===== src/rtl/some_module_core_if.sv =====
// Control and status bundle for some_module_core.
// The master drives the count controls; the slave (the counter) returns
// the registered count state and the elaborated parameter values.
interface some_module_core_if #(
  parameter int CNT_W = 8
);
  logic             en;
  logic             clear;
  logic             load;
  logic [CNT_W-1:0] load_val;
  logic [CNT_W-1:0] count;
  logic             wrap;
  logic [15:0]      wrap_cnt;
  logic             param_bit;
  logic [31:0]      param_int;

  modport master (
    output en, clear, load, load_val,
    input  count, wrap, wrap_cnt, param_bit, param_int
  );

  modport slave (
    input  en, clear, load, load_val,
    output count, wrap, wrap_cnt, param_bit, param_int
  );
endinterface


===== src/rtl/some_module_core.sv =====
// Parameter-configured modulo event counter.
// Counts enabled events up (SOME_BIT_PARAM=1) or down (SOME_BIT_PARAM=0)
// over the range 0..T, where T = SOME_OTHER_INT_PARAM. A terminal crossing
// produces a registered one-cycle wrap strobe and bumps a saturating
// 16-bit wrap tally. The elaborated parameters are echoed as constants.
module some_module_core #(
  parameter bit SOME_BIT_PARAM       = 1'b0,
  parameter int SOME_OTHER_INT_PARAM = 0,
  parameter int CNT_W                = 8
) (
  input  logic                 clk,
  input  logic                 rst_n,
  some_module_core_if.slave    bus
);

  // Terminal must fit in the counter and lie in 0..255.
  generate
    if ((SOME_OTHER_INT_PARAM < 0) || (SOME_OTHER_INT_PARAM > 255) ||
        (CNT_W < 1) ||
        (longint'(SOME_OTHER_INT_PARAM) >= (longint'(1) << CNT_W))) begin : g_bad_param
      $fatal(1, "some_module_core: SOME_OTHER_INT_PARAM out of range for CNT_W");
    end
  endgenerate

  localparam logic [CNT_W-1:0] T_VAL     = CNT_W'(SOME_OTHER_INT_PARAM);
  localparam logic [CNT_W-1:0] START_VAL = SOME_BIT_PARAM ? '0 : T_VAL;

  logic [CNT_W-1:0] count_reg, count_next;
  logic             wrap_reg,  wrap_next;
  logic [15:0]      wrap_cnt_reg, wrap_cnt_next;
  logic             at_terminal;

  // Crossing point: T when counting up, 0 when counting down.
  assign at_terminal = SOME_BIT_PARAM ? (count_reg == T_VAL) : (count_reg == '0);

  // Next-state selection: clear > load > en > hold.
  always_comb begin
    count_next    = count_reg;
    wrap_next     = 1'b0;
    wrap_cnt_next = wrap_cnt_reg;
    if (bus.clear) begin
      count_next = START_VAL;
    end else if (bus.load) begin
      count_next = (bus.load_val > T_VAL) ? T_VAL : bus.load_val;
    end else if (bus.en) begin
      if (at_terminal) begin
        // Crossing: jump to the opposite end of the range and strobe wrap.
        count_next = SOME_BIT_PARAM ? '0 : T_VAL;
        wrap_next  = 1'b1;
        if (wrap_cnt_reg != 16'hFFFF) begin
          wrap_cnt_next = wrap_cnt_reg + 16'd1;
        end
      end else begin
        count_next = SOME_BIT_PARAM ? (count_reg + 1'b1) : (count_reg - 1'b1);
      end
    end
  end

  // State registers with synchronous active-low reset overriding everything.
  always_ff @(posedge clk) begin
    if (!rst_n) begin
      count_reg    <= START_VAL;
      wrap_reg     <= 1'b0;
      wrap_cnt_reg <= '0;
    end else begin
      count_reg    <= count_next;
      wrap_reg     <= wrap_next;
      wrap_cnt_reg <= wrap_cnt_next;
    end
  end

  assign bus.count     = count_reg;
  assign bus.wrap      = wrap_reg;
  assign bus.wrap_cnt  = wrap_cnt_reg;
  assign bus.param_bit = SOME_BIT_PARAM;
  assign bus.param_int = 32'(SOME_OTHER_INT_PARAM);

endmodule


===== src/flat_wrapper.sv =====
// flat-port wrapper written by rule: the top's interface ports become plain ports
module some_module_core_flat 
#(
  parameter bit SOME_BIT_PARAM       = 1'b0,
  parameter int SOME_OTHER_INT_PARAM = 0,
  parameter int CNT_W                = 8
)
  (clk, rst_n, bus_en, bus_clear, bus_load, bus_load_val, bus_count, bus_wrap, bus_wrap_cnt, bus_param_bit, bus_param_int);
  some_module_core_if #(.CNT_W(CNT_W)) bus_i ();
  input  logic clk;
  input  logic rst_n;
  input wire logic [$bits(bus_i.en)-1:0] bus_en;
  input wire logic [$bits(bus_i.clear)-1:0] bus_clear;
  input wire logic [$bits(bus_i.load)-1:0] bus_load;
  input wire logic [$bits(bus_i.load_val)-1:0] bus_load_val;
  output wire logic [$bits(bus_i.count)-1:0] bus_count;
  output wire logic [$bits(bus_i.wrap)-1:0] bus_wrap;
  output wire logic [$bits(bus_i.wrap_cnt)-1:0] bus_wrap_cnt;
  output wire logic [$bits(bus_i.param_bit)-1:0] bus_param_bit;
  output wire logic [$bits(bus_i.param_int)-1:0] bus_param_int;
  assign bus_i.en = bus_en;
  assign bus_i.clear = bus_clear;
  assign bus_i.load = bus_load;
  assign bus_i.load_val = bus_load_val;
  assign bus_count = bus_i.count;
  assign bus_wrap = bus_i.wrap;
  assign bus_wrap_cnt = bus_i.wrap_cnt;
  assign bus_param_bit = bus_i.param_bit;
  assign bus_param_int = bus_i.param_int;
  some_module_core #(.SOME_BIT_PARAM(SOME_BIT_PARAM), .SOME_OTHER_INT_PARAM(SOME_OTHER_INT_PARAM), .CNT_W(CNT_W)) u_core (.clk(clk), .rst_n(rst_n), .bus(bus_i));
endmodule

===== config.mk =====
export PLATFORM = sky130hd
export DESIGN_NAME = some_module_core_flat
export DESIGN_NICKNAME = d
export VERILOG_FILES = /design/src/rtl/some_module_core_if.sv /design/src/rtl/some_module_core.sv /design/src/flat_wrapper.sv
export SDC_FILE = /design/constraint.sdc
export NUM_CORES = 1
export LEC_CHECK = 0
export ABC_AREA = 1
export CORE_MARGIN = 5
export CORE_UTILIZATION = 44
export CTS_BUF_LIST = sky130_fd_sc_hd__clkbuf_8
export CTS_CLUSTER_SIZE = 40
export DETAILED_ROUTE_END_ITERATION = 10
export HOLD_SLACK_MARGIN = 0.05
export MAX_ROUTING_LAYER = met4
export PLACE_DENSITY = 0.81
export SLEW_MARGIN = 5
export SYNTH_ARGS = -nofsm -noshare
export SYNTH_HDL_FRONTEND = slang
export SYNTH_SLANG_ARGS = --single-unit

===== constraint.sdc =====
create_clock -name clk -period 1.91 [get_ports clk]
set_input_delay 0.382 -clock clk [delete_from_list [all_inputs] [get_ports clk]]
set_output_delay 0.382 -clock clk [all_outputs]
set_load 0.01 [all_outputs]

* Word level (Yosys, flattened, before mapping)
Cells that the tools add are included.
Widths: inputs -> output; s select.
** Storage, ports and cells
- Bits of input ports :: 13
- Register bits :: 25
- Output and inout port bits :: 58
- Logic and storage cells :: 21
** Operators by class
- Order comparisons :: 1
- $add $sub $neg :: 2
- Eq/ne operators :: 1
- Bitwise logic cells :: 4
- Multiplexer cells :: 5
- Reduce and logical (&&, ||, !) cells :: 5
** Operator list (number)
- $mux 8 :: 4
- $add 16x1->16 const B :: 1
- $ne 16x16->1 const B :: 1
- $gt 8x1->1 const B :: 1
- $logic_not 8->1 :: 1
- $sub 8x1->8 const B :: 1
- $reduce_and 5->1 :: 1
- $not 1->1 :: 4
- $reduce_or 4->1 :: 1
- $reduce_bool 2->1 :: 1
- $reduce_or 2->1 :: 1
- $mux 1 :: 1

* Longest topological paths before layout
Gate-level depths: netlist (run 1).
- Depth after elaboration :: 4
- Gate-level depth with buffers :: 11
- Depth with buffers taken out :: 10

* Least setup slack after synthesis (run 1)
OpenSTA, ideal clock, no wires.
- Path type :: flip-flop to flip-flop
- Start :: register u_core.wrap_cnt_reg[0], in the netlist u_core.bus.wrap_cnt[0]
- End :: register u_core.wrap_cnt_reg[11], in the netlist u_core.bus.wrap_cnt[11]
- Stages on the path, launching flop included :: 12
- Clock period less this slack :: 1.547 ns
- Path buffers :: 1
- Slack :: 0.363 ns
- Setup time :: 0.114 ns
- Data arrival time :: 1.433 ns
- Data required time :: 1.796 ns
- Path through :: dfxtp_1 ha_1 nand2_2 nor2_4 nand2_2 nor2_4 nor2_4 buf_6 nand2_1 nand2_1 nand2_1 nor2_2
** On the way
- Cells in the longest elaborated chain, start to end :: 2
- Elaborated cells between the ends (all ways) :: 3
- Those cells by class :: add/sub: 1; eq/ne: 1; reduce/logical: 1
** Ends and longest elaborated chain
- from (decl) :: RTL line some_module_core.sv:30 : logic [15:0] wrap_cnt_reg, wrap_cnt_next;
- from (signal assigned) :: RTL line some_module_core.sv:68 : wrap_cnt_reg <= wrap_cnt_next;
- branches (longest 2 deep; another with $add 16x1->16)
Several ways; the timed one is not identified.
A chain may end at the register's enable or synchronous reset.

* Final worst setup path (run 1)
- Start :: register u_core.wrap_cnt_reg[8], in the netlist u_core.bus.wrap_cnt[8]
- End :: output bus_wrap_cnt[8]
** RTL lines
- to (decl) :: RTL line flat_wrapper.sv:18 : output wire logic [$bits(bus_i.wrap_cnt)-1:0] bus_wrap_cnt;
No word-level cell between the ends.

==> impl_metrics.ini, run 1 <==
[worst_setup_path]
required_ns = 1.53
critical_path_maximum_fanout = 6
worst_path_largest_cell_delay_ns = 0.58
worstPathCellList = clkdlybuf4s50_1
path_buf_inv = 1
timing.critical_path.from_type = flip-flop
register_to_register_setup_slack_ns = 0.25
setup.worst_path.start = u_core.bus.wrap_cnt[8]
crit_path_end_kind = primary output
timing.critical_path.slowest_stage_cell = sky130_fd_sc_hd__clkdlybuf4s50_1
worstReg2RegEnd = u_core.bus.wrap_cnt[0]
timing.critical_path.depth = 1
worstReg2RegStart = u_core.bus.wrap_cnt[0]
worstSetupEndpoint = bus_wrap_cnt[8]
worstSetupPathType = flip-flop to primary output
critPathArrivalTime_ns = 1.29
critical_path.top_delay_family = buffers and inverters
worst-r2r-cell-count = 9

[floorplan]
floorplan.initialDensity_pct = 45.6
boundaryPins = 71
std_cell_rows = 22
die_w_microns = 71.6
die_boundary_height_microns = 71.6
die-area_sq_um = 5130
floorplan.core_area_sq_um = 3660

[placement]
place_congestion = 0.822
post-dp-hpwl_microns = 2520
port_buffers = 29

[cells_and_area]
multiInputGateArea_sq_um = 870
largest_register_ffs = 16
fin_nets = 288
fin_util_pct = 53.0
drive_gt1_share_pct = 11.1
layout.filler_cells = 395
area_growth_syn_to_layout_pct = 16.3
regArea_sq_um = 500
num_antenna_cells = 0

[sta]
finClkSkew_ns = 0.00536
period_utilization_pct = 87.5
max_clock_freq_mhz = 598
setup_violations = 0
hold_viol_final = 0
grt_setup_unrepaired = false
fin_setup_tns_ns = 0
timing.final.max_slew_violations = 0
min_period_ns = 1.67

[clock_network]
post-cts-setup-buffer-count = 0
cts_repair_resize_count = 0
tritoncts_num_sinks = 25
cts_tree = built
cts_root_buffer = sky130_fd_sc_hd__clkbuf_8
clock_tree.htree_level_count = 1
cts.hold.buffers_added = 0
cts_max_path_buffers = 2
clock_insertion_delay_worst_skew_ns = 0.27
cts.clk_slew.worst_paths_ns = 0.09
numCtsBuffers = 3

[status]
run_status = complete, no violations

[yosys]
synth_enable_flop_cells = 0
synth.cell_area_sq_um = 1670
synthTopCellsByCount = 43 x sky130_fd_sc_hd__nand2_1, 33 x sky130_fd_sc_hd__buf_4, 32 x sky130_fd_sc_hd__nor2_1
netlist_top_cells_area = sky130_fd_sc_hd__dfxtp_1 30%, sky130_fd_sc_hd__buf_4 15%, sky130_fd_sc_hd__nand2_1 9.7%, sky130_fd_sc_hd__nor2_1 7.2%, sky130_fd_sc_hd__inv_1 6.5%
yosys_register_bits = 25
synth_cells = 239
yosys.area.top_type_share_pct = 30.0
ys.flop_type = sky130_fd_sc_hd__dfxtp_1
yosys.cell_count.top_type = sky130_fd_sc_hd__nand2_1
synth_area_per_cell_sq_um = 6.98
leading_area_contributor_after_synthesis = sky130_fd_sc_hd__dfxtp_1
asyncSetResetFlopFracSynth_pct = 0
yosysWarningCount = 0
seq_area_frac_synth_pct = 30.0
synth_cell_types = 29

[power_and_ir_drop]
intPower_uw = 769
netSwitchingPower_uw = 319
pwr-share-seq_pct = 50.4
vdd.ir_drop.worst_uv = 343
netSwitchingFraction_pct = 29.3
clockPowerShare_pct = 28.4
combinational_cell_fraction_of_total_power_pct = 21.2
static-leakage-power_uw = 0.000875
power-per-cell-area_nw_per_um2 = 561

[detailed_routing]
routed_wire_length_per_instance_microns = 10.1
detail_route.wirelength_microns = 3230
drt_iter0_drc = 150
post_drt_via_cell_ratio = 4.45
number_of_nets_with_antenna_violations_after_routing = 0
drc_errors = 0
drt_pass1_iterations = 4
vias = 1420

[global_routing]
grt_pass1_wl_microns = 5330
initial_antenna_violation_count = 0
pin_count_of_the_biggest_net_entering_global_routing = 18
first_global_vias = 1255
globalRouteOverflowTotal = 0
grt.total_usage_pct = 12.9

[worst_hold_path]
hold_path.class = flip-flop to flip-flop
whs_path_depth = 1

[job]
cap_viol_max_count = 0
-- area by class of cell --
type,count,share of cell area [%]
clock buffer,3,2.13
clock inverter,1,0.193
inverter,35,6.83
multi-input combinational,174,44.8
sequential,25,25.8
tap,48,3.09
timing repair buffer,33,17.2
-- layer usage --
metal / track usage (%) / wire length, microns / share of wire, %
met1: 15.3 / 1390 / 43
met2: 21.8 / 1630 / 50
met3: 2.95 / 186 / 5.8
met4: 3.76 / 22 / 0.68
met5: - / 0 / 0
-- metrics by stage --
| stage | total power [uW] | cell area (sq um) | hold slack [ns] | std cells | worst slack (ns) |
|---|---|---|---|---|---|
| final | 1090 | 1940 | 0.506 | 319 | 0.238 |
| after global routing | 1150 | 1940 | 0.565 | 319 | 0.0546 |
| after CTS | 1100 | 1940 | 0.518 | 319 | 0.230 |
| after detailed placement | 789 | 1900 | 0.496 | 315 | 0.0388 |
| after global placement | 784 | 1900 | 0.475 | 315 | 0.0818 |
| after floorplan | 776 | 1790 | 0.495 | 271 | 0.363 |
-- placed cells by master, fill, tap and decap left out, types with 5 or more instances in the layout --
cell type,instances
sky130_fd_sc_hd__a21oi_1,9
sky130_fd_sc_hd__clkdlybuf4s50_1,29
sky130_fd_sc_hd__conb_1,33
sky130_fd_sc_hd__dfxtp_1,25
sky130_fd_sc_hd__inv_1,30
sky130_fd_sc_hd__inv_2,5
sky130_fd_sc_hd__nand2_1,43
sky130_fd_sc_hd__nand3_1,12
sky130_fd_sc_hd__nand4_1,7
sky130_fd_sc_hd__nor2_1,32
sky130_fd_sc_hd__nor2_2,5
sky130_fd_sc_hd__nor3_1,6
-- kinds of logic after synthesis --
family                   after synthesis  share of synthesized area (%)
AO/OA/AOI/OAI                         16                           5.25
XOR/XNOR                               4                           2.10
adder cells (fa/ha/maj)                3                           2.25
buffers and inverters                 72                           25.1
flip-flops                            25                           30.0
other                                  1                          0.225
AND/OR/NAND/NOR                      118                           35.1
-- power groups by stage --
stage | registers [uW] | clock network [uW] | logic, uW
detailed placement | 560 | 0 | 229
finish | 548 | 309 | 230
floorplan | 565 | 0 | 211
global placement | 560 | 0 | 224
global route | 551 | 344 | 257
CTS | 548 | 323 | 230
-- worst min-delay path by stage --
stage	startpoint	endpoint	slack, ns
after floorplan	u_core.bus.wrap_cnt[0]	u_core.bus.wrap_cnt[0]	0.50
after global placement	u_core.bus.wrap_cnt[0]	u_core.bus.wrap_cnt[0]	0.47
after detailed placement	u_core.bus.wrap_cnt[0]	u_core.bus.wrap_cnt[0]	0.50
after CTS	u_core.bus.wrap_cnt[0]	u_core.bus.wrap_cnt[0]	0.52
after global routing	u_core.bus.wrap_cnt[8]	u_core.bus.wrap_cnt[8]	0.56
final	u_core.bus.wrap_cnt[0]	u_core.bus.wrap_cnt[0]	0.51
Power figures use the tool's default switching activity.
==> inputs of run 2 (changes only) <==
--- a/config.mk
+++ b/config.mk
@@ -11,7 +11,6 @@
 export CTS_BUF_LIST = sky130_fd_sc_hd__clkbuf_8
 export CTS_CLUSTER_SIZE = 40
 export DETAILED_ROUTE_END_ITERATION = 10
-export HOLD_SLACK_MARGIN = 0.05
 export MAX_ROUTING_LAYER = met4
 export PLACE_DENSITY = 0.81
 export SLEW_MARGIN = 5
==> results of run 2 <==
No change in the layout: final DEF, timing and power equal those of run 1.
